==> config.mk <==
export PLATFORM = sky130hd
export DESIGN_NAME = serial_tx
export DESIGN_NICKNAME = d
export VERILOG_FILES = /design/src/rtl/serial_tx.sv
export SDC_FILE = /design/constraint.sdc
export NUM_CORES = 1
export LEC_CHECK = 0
export ABC_AREA = 0
export CORE_MARGIN = 8
export CORE_UTILIZATION = 47
export DETAILED_ROUTE_END_ITERATION = 6
export PLACE_DENSITY = 0.8
export SETUP_SLACK_MARGIN = 0.05
export SYNTH_ARGS = -nofsm -noshare
export SYNTH_HDL_FRONTEND = slang
export SYNTH_SLANG_ARGS = --single-unit
==> constraint.sdc <==
create_clock -name clk -period 1.8 [get_ports clk]
set_input_delay 0.18 -clock clk [delete_from_list [all_inputs] [get_ports clk]]
set_output_delay 0.18 -clock clk [all_outputs]
set_load 0.02 [all_outputs]
==> src/rtl/serial_tx.sv <==
// serial_tx: parallel-in, serial-out transmitter.
// Accepts a WIDTH-bit word through a valid/ready handshake and shifts it out
// MSB-first, one bit per clock. When PARITY=1, an even-parity bit follows the
// data bits. The frame output qualifies each bit, and done pulses for one
// cycle as the frame ends.
//
// Ports:
//   clk        - system clock, rising edge
//   reset      - asynchronous, active-high reset
//   load_valid - load_data holds a word to send
//   load_ready - transmitter is idle and can accept a word
//   load_data  - word to transmit (WIDTH bits)
//   sout       - serial data bit (registered)
//   frame      - high while sout carries a data or parity bit (registered)
//   done       - one-cycle pulse in the cycle frame falls (registered)
module serial_tx #(
  parameter int unsigned WIDTH  = 8,
  parameter int unsigned PARITY = 0
) (
  input  logic             clk,
  input  logic             reset,
  input  logic             load_valid,
  output logic             load_ready,
  input  logic [WIDTH-1:0] load_data,
  output logic             sout,
  output logic             frame,
  output logic             done
);

  localparam int unsigned FLEN = WIDTH + PARITY;
  localparam int unsigned CW   = $clog2(FLEN + 1);

  typedef enum logic {IDLE, SHIFT} state_t;

  state_t           state_q, state_d;
  logic [WIDTH-1:0] shreg_q, shreg_d;
  logic [CW-1:0]    cnt_q,   cnt_d;
  logic             par_q,   par_d;
  logic             sout_q,  sout_d;
  logic             frame_q, frame_d;
  logic             done_q,  done_d;
  logic             emit_bit;

  always_ff @(posedge clk or posedge reset) begin
    if (reset) begin
      state_q <= IDLE;
      shreg_q <= '0;
      cnt_q   <= '0;
      par_q   <= 1'b0;
      sout_q  <= 1'b0;
      frame_q <= 1'b0;
      done_q  <= 1'b0;
    end else begin
      state_q <= state_d;
      shreg_q <= shreg_d;
      cnt_q   <= cnt_d;
      par_q   <= par_d;
      sout_q  <= sout_d;
      frame_q <= frame_d;
      done_q  <= done_d;
    end
  end

  always_comb begin
    state_d  = state_q;
    shreg_d  = shreg_q;
    cnt_d    = cnt_q;
    par_d    = par_q;
    sout_d   = sout_q;
    frame_d  = frame_q;
    done_d   = 1'b0;
    emit_bit = shreg_q[WIDTH-1];

    unique case (state_q)
      IDLE: begin
        sout_d  = 1'b0;
        frame_d = 1'b0;
        if (load_valid) begin
          // The MSB goes out on the accept edge itself, so the shift register
          // keeps only the remaining bits and the count starts at FLEN-1.
          sout_d  = load_data[WIDTH-1];
          frame_d = 1'b1;
          shreg_d = load_data << 1;
          par_d   = load_data[WIDTH-1];
          cnt_d   = CW'(FLEN - 1);
          state_d = SHIFT;
        end
      end
      SHIFT: begin
        if (cnt_q != '0) begin
          // Last slot of a parity frame carries the accumulated parity.
          if (PARITY != 0 && cnt_q == CW'(1)) emit_bit = par_q;
          sout_d  = emit_bit;
          frame_d = 1'b1;
          shreg_d = shreg_q << 1;
          par_d   = par_q ^ emit_bit;
          cnt_d   = cnt_q - CW'(1);
        end else begin
          sout_d  = 1'b0;
          frame_d = 1'b0;
          done_d  = 1'b1;
          state_d = IDLE;
        end
      end
      default: state_d = IDLE;
    endcase
  end

  assign load_ready = (state_q == IDLE);
  assign sout       = sout_q;
  assign frame      = frame_q;
  assign done       = done_q;

endmodule

==> impl_metrics.py, run 1 <==
metrics = {
    "outcome": {
        "status": "finished, final reports clean",
    },
    "synthesis": {
        "synth_area_leaders": "dfrtp_1 53%, mux2i_1 11%, o21ai_0 9.1%",
        "syn_inst": 59,
        "async_reset_ff_share_pct": 100,
        "synth_area_um2": 658,
        "synth_top_area_share_pct": 53.2,
        "avgSynthCellArea_um2": 11.2,
        "synthFlopType": "dfrtp_1",
        "ys_ff_latch": 14,
        "ys_seq_area_share_pct": 53.2,
        "synth_edf_count": 0,
        "synth_nets": 72,
        "yosysWarnings": 0,
        "synth_cell_type_count": 21,
        "synth_top_area_cell": "dfrtp_1",
    },
    "route": {
        "dr_wl_met3_um": 118,
        "dr_total_vias": 520,
        "drtIter0Drc": 9,
        "wl_per_cell_um": 14.8,
        "drc_errors": 0,
        "routed_wirelength_mm": 1.35,
        "wl_met1_um": 564,
        "viasPerCell": 5.71,
        "top_layer": "met4",
        "postRouteAntennaNets": 0,
        "firstDrtPassIters": 5,
        "met2_length_um": 636,
    },
    "sta": {
        "fin_setup_tns_ns": 0,
        "setup_viol": 0,
        "max_freq_ghz": 0.618,
        "slew_headroom_pct": 65.5,
        "slew_viol_final": 0,
        "fin_crit_ns": 1.62,
        "hold_viol": 0,
        "rsz0062_at_grt": "false",
        "worstMarginPinSlew_ns": 0.516,
        "worst_clock_skew_ns": 0.000902,
        "timing.hold.ws_ns": 0.243,
        "fin_crit_sh_pct": 90.0,
    },
    "clocking": {
        "clkLatencyLatePin_ns": 0.27,
        "clk_path_buf_depth": 2,
        "cts_hold_buf": 0,
        "cts_buffers": 3,
        "cts_tree": "built",
        "htree_levels": 1,
        "cts.clk_slew.worst_paths_ns": 0.08,
        "cts.sinks": 14,
        "cts-root-buf": "clkbuf_4",
        "cts_setup_buffers": 0,
    },
    "pwr": {
        "powerDensity_mw_per_mm2": 1410,
        "max-vdd-ir-drop_v": 0.000652,
        "leakagePower_nw": 0.417,
        "total_power_mw": 1.19,
    },
    "grt": {
        "antenna_found_initial": 0,
        "grt_overflow": 0,
        "grt_max_degree": 15,
        "grt_pass1_vias": 555,
        "grt_pass1_wl_mm": 2.46,
        "grt_usage_pct": 11.6,
    },
    "die": {
        "coreArea_mm2": 0.00130,
        "die_w_um": 53.4,
        "io_pins": 15,
        "dieHeight_um": 53.4,
        "rows": 13,
        "die-area_mm2": 0.00285,
        "initial_core_util_pct": 50.6,
    },
    "worst_setup_path": {
        "worstPathArrival_ns": 1.44,
        "criticalPathCategory": "reg2out",
        "crit_path_start_kind": "flip-flop",
        "crit_fanout": 6,
        "slowest_stage": "clkdlybuf4s50_1",
        "cp_cell_sequence": "inv_1 > clkdlybuf4s50_1",
        "required_ns": 1.62,
        "slowest_delay_ns": 0.61,
        "crit_path_end_kind": "output pin",
    },
    "finish": {
        "layout-drive-gt1-share_pct": 9.21,
        "nets": 91,
        "area_delta_synth_final_pct": 28.1,
        "diodes": 0,
    },
    "placed_design": {
        "gp_congestion": 0.747,
        "portBuffers": 14,
        "hpwl_mm": 1.04,
    },
    "worst_hold_path": {
        "hold_class": "in2async",
    },
    "run": {
        "drv_cap": 0,
    },
}
## critical path, delay by kind of cell (launching register included)
family   cells  cell delay, ns
flops        1            0.44
buf+inv      2            0.73
## worst paths after layout
| kind | from | end | slack, ns | cells after the start |
|---|---|---|---|---|
| max in group asynchronous | reset | frame | 1.21 | 2 |
| min in group clk | load_data[0] | shreg_q[1] | 0.51 | 2 |
| setup reg to reg | cnt_q[0] | cnt_q[1] | 0.27 | 5 |
| setup / recovery | frame | load_ready | 0.18 | 2 |
| hold / removal | reset | done | 0.24 | 2 |
| hold reg to reg | shreg_q[7] | sout | 0.51 | 1 |
## where the power goes
group | internal, mW | switching, mW
Combinational | 0.249 | 0.244
Sequential | 0.438 | 0.0841
Clock | 0.0775 | 0.0933
Total | 0.765 | 0.421
## layout by cell type, fill, tap and decap left out, drive strengths merged
cell type,count
buf,3
or3,1
dfrtp,14
nor2b,1
a22oi,1
o21ai,13
inv,5
a221o,1
o31a,1
or2,1
a22o,2
nor3b,1
nor4bb,1
nand2,1
mux2i,7
ha,2
clkdlybuf4s50,14
clkbuf,3
nor2,2
o41ai,1
and2b,1
## flip-flops by register name (all words and copies together), names as in the netlist
register	flops
cnt_q	4
sout	1
frame	1
done	1
shreg_q	7
## cell usage after synthesis, drive strengths merged, types with 2 or more instances
cell,number
nor2,2
a22o,2
buf,3
o21ai,13
ha,2
inv,5
mux2i,7
dfrtp,14
## what timing repair did
| action | CTS | global route |
|---|---|---|
| endpoints found under the setup margin | 0 | 8 |
| hold endpoints to repair | 0 | 0 |
| gates resized for setup | 0 | 1 |
## layout make-up
cell class | instances | area, µm²
tap | 15 | 18.8
fill | 102 | 458
clock buffer | 3 | 22.5
inverter | 5 | 18.8
timing repair buffer | 17 | 163
multi-input combinational | 37 | 270
sequential | 14 | 350
## stage by stage
| stage | cell area (µm²) | utilization [%] | std cells | setup WS [ns] |
|---|---|---|---|---|
| 6_report | 843 | 64.8 | 91 | 0.181 |
| 5_1_grt | 843 | 64.8 | 91 | 0.130 |
| 4_1_cts | 841 | 64.6 | 91 | 0.166 |
| 3_5_place_dp | 818 | 62.9 | 88 | 0.206 |
| 3_3_place_gp | 818 | 62.9 | 88 | 0.282 |
| 2_1_floorplan | 658 | - | 59 | 0.239 |
## kinds of logic (layout without fill, tap and decap cells)
logic type | Yosys count | in the layout | share of synthesized area (%)
AOI/OAI and AO/OA | 19 | 19 | 17.9
DFF | 14 | 14 | 53.2
and+or+nand+nor | 9 | 9 | 8.37
buffers and inverters | 8 | 25 | 6.08
muxes | 7 | 7 | 10.6
adders and majority gates | 2 | 2 | 3.80
## metal layers
| metal | vias up | GRT usage (%) |
|---|---|---|
| met5 | - | 0 |
| met4 | 0 | 7.56 |
| met3 | 4 | 3.08 |
| met2 | 29 | 17.8 |
| met1 | 243 | 13.8 |
| li1 | 244 | - |
(Power assumes the default switching activity.)
==> inputs of run 2 (changes only) <==
--- a/config.mk
+++ b/config.mk
@@ -6,10 +6,11 @@
 export NUM_CORES = 1
 export LEC_CHECK = 0
 export ABC_AREA = 0
+export CORE_ASPECT_RATIO = 0.8
 export CORE_MARGIN = 8
-export CORE_UTILIZATION = 47
+export CORE_UTILIZATION = 35
 export DETAILED_ROUTE_END_ITERATION = 6
-export PLACE_DENSITY = 0.8
+export PLACE_DENSITY = 0.63
 export SETUP_SLACK_MARGIN = 0.05
 export SYNTH_ARGS = -nofsm -noshare
 export SYNTH_HDL_FRONTEND = slang
==> run 2 against run 1 <==
Net effect: sequential power up 0.8%; non-clock buffer count unchanged; combinational power down 5.3%; highest routed layer unchanged; die area up 24%; clock power about the same; flip-flop and latch count unchanged; critical path type unchanged; design area up 1.0%.
==> impl_metrics.py, run 2 (synthesized netlist as in run 1, its figures left out) <==
metrics = {
    "placed_design": {
        "hpwl_um": 964,
        "numPlacedInstances": 97,
        "portBuffers": 14,
        "pre_cts_ws_ns": 0.239,
        "gp_congestion": 0.755,
    },
    "die": {
        "io_pins": 15,
        "dieHeight_um": 54.8,
        "coreArea_mm2": 0.00182,
        "initial_core_util_pct": 36.1,
        "die_w_um": 64.5,
        "rows": 14,
        "die-area_mm2": 0.00353,
    },
    "sta": {
        "fin_crit_ns": 1.65,
        "worst_clock_skew_ns": 0.00118,
        "rsz0062_at_grt": "false",
        "fin_crit_sh_pct": 91.9,
        "slew_viol_final": 0,
        "max_freq_ghz": 0.605,
        "fin_setup_tns_ns": 0,
        "setup_viol": 0,
        "layout_setup_ws_ns": 0.146,
        "hold_viol": 0,
        "worstMarginPinSlew_ns": 0.522,
        "slew_headroom_pct": 65.2,
    },
    "pwr": {
        "internal-power_uw": 756,
        "leakagePower_nw": 0.416,
        "combPwrFrac_pct": 40.2,
        "clkPwrFrac_pct": 14.6,
        "switchingPower_uw": 407,
        "seqPwrFrac_pct": 45.2,
        "max-vdd-ir-drop_v": 0.000728,
        "powerDensity_mw_per_mm2": 1370,
        "total_power_mw": 1.16,
        "netSwitchingFraction_pct": 35.0,
    },
    "finish": {
        "finalCoreUtilization_pct": 46.8,
        "diodes": 0,
        "top_register": "shreg_q",
        "fin_cells": 100,
        "largest_register_ffs": 7,
        "area_delta_synth_final_pct": 29.5,
        "reg_top3": "shreg_q: 7 flops, cnt_q: 4 flops",
        "nets": 91,
        "layout-drive-gt1-share_pct": 7.89,
        "layout_common_cells": "14 x dfrtp_1, 14 x clkdlybuf4s50_1, 12 x o21ai_0",
    },
    "grt": {
        "grt_overflow": 0,
        "antenna_found_initial": 0,
        "grt_pass1_wl_mm": 2.05,
        "grt_pass1_vias": 477,
        "grt_usage_pct": 7.75,
        "grt_max_degree": 15,
    },
    "run": {
        "drv_cap": 0,
    },
    "worst_setup_path": {
        "worstPathArrival_ns": 1.47,
        "slowest_stage": "clkdlybuf4s50_1",
        "cp_cell_sequence": "inv_1 > clkdlybuf4s50_1",
        "required_ns": 1.62,
        "crit_fanout": 8,
        "r2r_slack_ns": 0.22,
        "crit_path_end_kind": "output pin",
        "slowest_delay_ns": 0.61,
        "crit_path_start_kind": "flip-flop",
        "criticalPathCategory": "reg2out",
    },
    "worst_hold_path": {
        "hold_class": "in2async",
    },
    "clocking": {
        "htree_levels": 1,
        "clk_path_buf_depth": 2,
        "cts_setup_buffers": 0,
        "cts-root-buf": "clkbuf_4",
        "cts.clk_slew.worst_paths_ns": 0.08,
        "cts_tree": "built",
        "cts_hold_buf": 0,
        "cts_buffers": 3,
        "cts.sinks": 14,
        "clkLatencyLatePin_ns": 0.27,
        "cts-resized-gates": 0,
    },
    "outcome": {
        "status": "finished, final reports clean",
    },
    "route": {
        "routed_wirelength_mm": 1.27,
        "firstDrtPassIters": 4,
        "viasPerCell": 5.01,
        "drtIter0Drc": 9,
        "postRouteAntennaNets": 0,
        "dr_total_vias": 501,
        "drc_errors": 0,
        "wl_per_cell_um": 12.7,
    },
}
[run 2: power groups by stage]
| stage | combinational [mW] | clock [mW] | sequential [mW] |
|---|---|---|---|
| floorplan | 0.325 | 0 | 0.531 |
| global placement | 0.473 | 0 | 0.531 |
| detailed placement | 0.471 | 0 | 0.531 |
| CTS | 0.476 | 0.179 | 0.525 |
| global route | 0.524 | 0.189 | 0.538 |
| finish | 0.468 | 0.170 | 0.526 |
[run 2: area by class of cell]
type | count | area, µm²
Inverter | 5 | 18.8
Timing Repair Buffer | 17 | 163
Clock buffer | 3 | 22.5
Multi-Input combinational cell | 37 | 268
Sequential cell | 14 | 350
Tap cell | 24 | 30.0
Fill cell | 181 | 970
[run 2: worst paths after layout]
kind / start / end / cells after the start
min in group clk: shreg_q[7] / sout / 1
max: frame / load_ready / 2
max in group asynchronous: reset / shreg_q[4] / 2
min: reset / shreg_q[6] / 2
max reg2reg: cnt_q[0] / cnt_q[1] / 5
min reg2reg: shreg_q[7] / sout / 1
[run 2: worst max-delay path, delay by kind of cell, from the launching register on]
kind                   cells  cell delay [ns]
DFF                        1             0.46
buffers and inverters      2             0.74
[run 2: stage by stage]
step	hold slack (ns)	instance area (µm²)
floorplan	0.0692	658
global route	0.274	852
detailed placement	0.488	830
finish	0.234	852
CTS	0.241	852
global placement	0.489	830
[run 2: routing by layer]
metal,up-vias,global-route usage (%),part of all wire [%]
met3,5,2.66,5.8
met5,-,0,0
met2,17,11.9,43
li1,243,-,-
met4,0,6.50,2.8
met1,236,8.83,49
